<file path="src/rtl/fir.sv">
// rtl/fir.sv - fixed-coefficient 8-tap direct-form FIR, one sample per clock
module fir #(
  parameter int N_TAPS = 8,
  parameter int DW = 32,
  parameter int CW = 16,
  parameter logic signed [CW-1:0] H0 = 1,
  parameter logic signed [CW-1:0] H1 = 2,
  parameter logic signed [CW-1:0] H2 = 3,
  parameter logic signed [CW-1:0] H3 = 4,
  parameter logic signed [CW-1:0] H4 = 4,
  parameter logic signed [CW-1:0] H5 = 3,
  parameter logic signed [CW-1:0] H6 = 2,
  parameter logic signed [CW-1:0] H7 = 1
) (
  input  logic [DW-1:0] x,
  output logic [DW-1:0] y,
  input  logic          clk,
  input  logic          rst_n
);

  localparam int PW = DW + CW;
  localparam int AW = DW + CW + 3;

  localparam logic signed [CW-1:0] COEF [8] = '{H0, H1, H2, H3, H4, H5, H6, H7};

  logic [DW-1:0] d [N_TAPS];
  logic [DW-1:0] tap [N_TAPS];
  logic signed [PW-1:0] prod [N_TAPS];
  logic signed [AW-1:0] acc;

  // tap[0] is the live input so the newest sample reaches y at its own edge
  always_comb begin
    tap[0] = x;
    for (int i = 1; i < N_TAPS; i++) begin
      tap[i] = d[i-1];
    end
  end

  always_comb begin
    acc = '0;
    for (int i = 0; i < N_TAPS; i++) begin
      prod[i] = $signed({{CW{tap[i][DW-1]}}, tap[i]}) *
                $signed({{DW{COEF[i][CW-1]}}, COEF[i]});
      acc = acc + $signed({{(AW-PW){prod[i][PW-1]}}, prod[i]});
    end
  end

  always_ff @(posedge clk or negedge rst_n) begin
    if (!rst_n) begin
      for (int i = 0; i < N_TAPS; i++) begin
        d[i] <= '0;
      end
      y <= '0;
    end else begin
      d[0] <= x;
      for (int i = 1; i < N_TAPS; i++) begin
        d[i] <= d[i-1];
      end
      y <= acc[DW-1:0];
    end
  end

endmodule

</file>
<file path="config.mk">
export PLATFORM = sky130hd
export DESIGN_NAME = fir
export DESIGN_NICKNAME = d
export VERILOG_FILES = /design/src/rtl/fir.sv
export SDC_FILE = /design/constraint.sdc
export NUM_CORES = 1
export LEC_CHECK = 0
export ABC_AREA = 1
export BUFFER_PORTS_ARGS = -buffer_cell sky130_fd_sc_hd__clkbuf_2
export CAP_MARGIN = 20
export CORE_ASPECT_RATIO = 0.9
export CORE_MARGIN = 2
export CORE_UTILIZATION = 46
export CTS_CLUSTER_DIAMETER = 50
export DETAILED_ROUTE_END_ITERATION = 7
export PLACE_DENSITY = 0.61
export SLEW_MARGIN = 20
export SYNTH_ARGS = -nofsm -noshare
export SYNTH_HDL_FRONTEND = slang
export SYNTH_SLANG_ARGS = --single-unit
export TNS_END_PERCENT = 1
</file>
<file path="constraint.sdc">
create_clock -name clk -period 5.88 [get_ports clk]
set_input_delay 0.882 -clock clk [delete_from_list [all_inputs] [get_ports clk]]
set_output_delay 0.882 -clock clk [all_outputs]
set_load 0.1 [all_outputs]
</file>
* Word-level counts from Yosys, hierarchy flattened *
Index checks and enable logic that the tools add are counted.

storage, ports and cells
  output and inout port bits = 32
  register bits after elaboration = 256
  logic and storage cells = 17

cells by class
  add/sub/neg operators = 7
  multipliers = 2

operators by type and width
  kind                                                                   count
  32-bit adder                                                           7
  32-bit by 3-bit multiplier with 32-bit output (second input constant)  2

* Logic depth before layout (Yosys ltp) *
  depth after elaboration = 7
  mapped depth = 21
  mapped depth without buffers = 21

* Least setup slack after synthesis *
Ideal clock, no wire load.

  path type = input to register
  from = input port x[3]
  to = register y[31]
  stages = 19
  arrival = 4.821 ns
  path slack = 0.943 ns
  buffers on the path = 0
  data required time = 5.764 ns
  cells stage by stage = fa_1 > inv_1 > fa_1 > inv_1 > fa_1 > fa_1 > inv_1 > fa_1 > inv_1 > ha_1 > fa_1 > nand3_1 > nand2_2 > nand3_1 > nand3_1 > nand2_1 > nand3_1 > nand3_1 > nand2_1

on the way
  cells in the longest elaborated chain, start to end = 7

ends and longest elaborated chain
  item                        RTL line  RTL
  start, declared             15        input logic [DW-1:0] x,
  32-bit adder (7 in series)  44        acc = acc + $signed({{(AW-PW){prod[i][PW-1]}}, prod[i]});
  named net acc[31]           29        logic signed [AW-1:0] acc;
  end signal, assigned        59        y <= acc[DW-1:0];
  end, declared               16        output logic [DW-1:0] y,

The timed path passes the listed nets, and every way through them passes these cells.

* Worst setup path in the final report *
Same ends and word-level chain as after synthesis.

==> results.md <==
- Worst r2r src: d[35]$_DFF_PN0_
- Synth area leader: dfrtp_1
- DRC Markers: 0
- TNS Setup: 0 ns
- Register-to-register setup slack: 1.18 ns
- Clk sink count: 256
- Crit path largest cell delay: 0.53 ns
- Worst setup SP type: input pin
- Final critical-path share of the clock period: 0.807
- Max Slew Vio Count: 0
- Post-Syn Area: about 15000 µm²
- Max frequency: around 0.21 GHz
- Initial core utilization: 0.469
- Top Ports: 66
- Yosys reg bits: 256
- Area Growth Syn to Fin: 13.3%
- Core ar.: 32000 µm²
- CTS tree: yes
- Die area: 34100 µm²
- Largest net degree at the start of global routing: between 100 and 150
- Grt ovf: 0
- Final net count: roughly 1700
- Worst hold path endpoint: d[126]$_DFF_PN0_
- Num CTS Buffers: 31
- Yosys top cell area share: 0.427
- WL final: about 27000 µm
- Synth warnings: 0
- Syn avg cell area: 12.5 µm²
- Worst Setup End Kind: flop
- Via density: 4.59
- FP Rows: 62
- Vias in the first global route: 9172
- Dominant cells by area after synthesis: dfrtp_1 43%, fa_1 31%, ha_1 7.9%
- Post-Synthesis Cells: 1202
- Cell chain of the critical path: clkbuf_2 > fa_1 > inv_1 > fa_1 > inv_1 > fa_1 > fa_1 > inv_1 > fa_1 > inv_1 > ha_1 > fa_1 > nand3_1 > nand2_2 > nand3_1 > nand3_1 > nand2_1 > nand3_1 > nand3_1 > nand2_1
- Worst hold path class: reg -> reg
- Maximum fanout along the worst path: 5
- Routed Antenna Nets: 0
- Initial DRC Count: between 200 and 300
- CP max stage cell: fa_1
- DPL Wire Length: 21400 µm
- Number of buffers and inverters on the critical path: 5
- RSZ-0062 raised after global routing: false
- Finished Core Util: 0.531
- Arrival time worst endpoint: 5.20 ns
- Setup Skew: 0.0141 ns
- Hold Crit Start: d[158]$_DFF_PN0_
- Syn nets: ~1600
- First-pass GRT wire length: 46800 µm
- Most frequent cells in the layout: 302 x inv_1, 256 x dfrtp_1, 234 x fa_1
- Max-slew headroom: 0.413
- CTS clk-pin slew, worst paths: 0.06 ns
- Fin crit period: around 4.7 ns
- Commonest non-fill, non-tap cell in the layout: inv_1
- Data required, critical path: 6.34 ns
- Initial antenna violation count: 0
- IO buf count: 65
- Critical path's top delay family: adder cells
- Status: completed
- Yosys cell types: 28
- Final setup fails: 0
- Post-cts sizing count: 0
- Area after DPL: 15900 µm²
- Clock latency on the worst-skew pair: 0.58 ns
- Setup Buffers After CTS: 0
- GPL Wtd Cong: 0.820
- Cell mode on critical path: fa_1
- H-tree depth: 1
- WS Path Type: in -> reg
- Via count: around 8000
- Seq/Total Area, Yosys: 0.427
- DRT Pass-1 Iters: 4
- Chip width: 194 µm
- Crit. path cell count: 20
- CTS Buffer Depth: 3
- Final hold viol count: 0
- Avg WL per Cell: 15.3 µm
- CTS Hold Bufs: 0
- # diodes: 0
- Fin area: 17000 µm²
- Cell depth of the worst hold path: 0
- Max-Cap Viols: 0
- DIE HEIGHT: 175 µm
- Slew @ Worst Pin: 0.880 ns
- R2R depth: 19
- R2r endpoint: y[31]$_DFF_PN0_
- GRT Overall Usage: 0.173
- Layout cells sized above 1: 0.119
- Clk root buf: clkbuf_16
## flip-flops by register name (all words and copies together) (netlist names)
register / count
d: 224
y: 32
## stage by stage
step | hold WS, ns | std cells | setup WS (ns)
2_1_floorplan | 0.331 | 1202 | 0.943
3_3_place_gp | 0.335 | 1686 | 0.582
3_5_place_dp | 0.336 | 1686 | 0.532
4_1_cts | 0.345 | 1743 | 1.13
5_1_grt | 0.350 | 1743 | 0.912
6_report | 0.345 | 1743 | 1.14
## layout make-up
class                           count  area [µm²]
Clock buffer                       41         913
Clock inverter                     16         204
Fill cell                        2755       15000
Inverter                          309        1160
Multi-Input combinational cell    637        7450
Sequential cell                   256        6410
Tap cell                          416         520
Timing Repair Buffer               68         358
## metal layers
| layer | vias to the layer above | GRT usage | wire [µm] |
|---|---|---|---|
| li1 | 3792 | - | - |
| met2 | 103 | 0.271 | 12300 |
| met3 | 38 | 0.0273 | 923 |
| met1 | 4072 | 0.259 | 12900 |
| met4 | 0 | 0.0353 | 551 |
| met5 | - | 0 | 0 |
## worst max-delay path by stage
stage                    startpoint         endpoint  slack [ns]
floorplan                      x[3]  y[31]$_DFF_PN0_        0.94
global placement               x[3]  y[31]$_DFF_PN0_        0.58
detailed placement             x[3]  y[31]$_DFF_PN0_        0.53
CTS                 d[35]$_DFF_PN0_  y[31]$_DFF_PN0_        1.13
global route        d[35]$_DFF_PN0_  y[31]$_DFF_PN0_        0.91
finish                         x[3]  y[31]$_DFF_PN0_        1.14
## logic make-up (layout without fill, tap and decap cells)
logic type / Yosys count / in the layout / share of synthesized area
XOR/XNOR: 25 / 25 / 0.0146
adder cells (fa/ha/maj): 329 / 329 / 0.391
AO/OA/AOI/OAI: 66 / 66 / 0.0260
flip-flops: 256 / 256 / 0.427
AND/OR/NAND/NOR: 217 / 217 / 0.0646
buffers and inverters: 309 / 434 / 0.0772
## cells in the mapped netlist
library cell	n
xor2_1	19
nand4_1	8
nor2_1	28
nand3_1	29
dfrtp_1	256
nand3b_1	1
nor2_2	3
o21ai_1	9
nor3_2	5
nand2_2	8
a21oi_2	5
a21o_1	6
a21boi_0	1
nand2_4	1
nor2_4	1
inv_1	302
ha_1	95
a21oi_1	29
o21ai_0	6
nand3_2	3
nor3_1	3
xnor2_1	6
a31oi_1	1
nand2_1	127
fa_1	234
a21boi_1	1
inv_2	7
o21bai_1	8
Power is left out: the tool's default activity adds up to more than one toggle a clock period on the data nets, which glitch-free logic cannot reach.
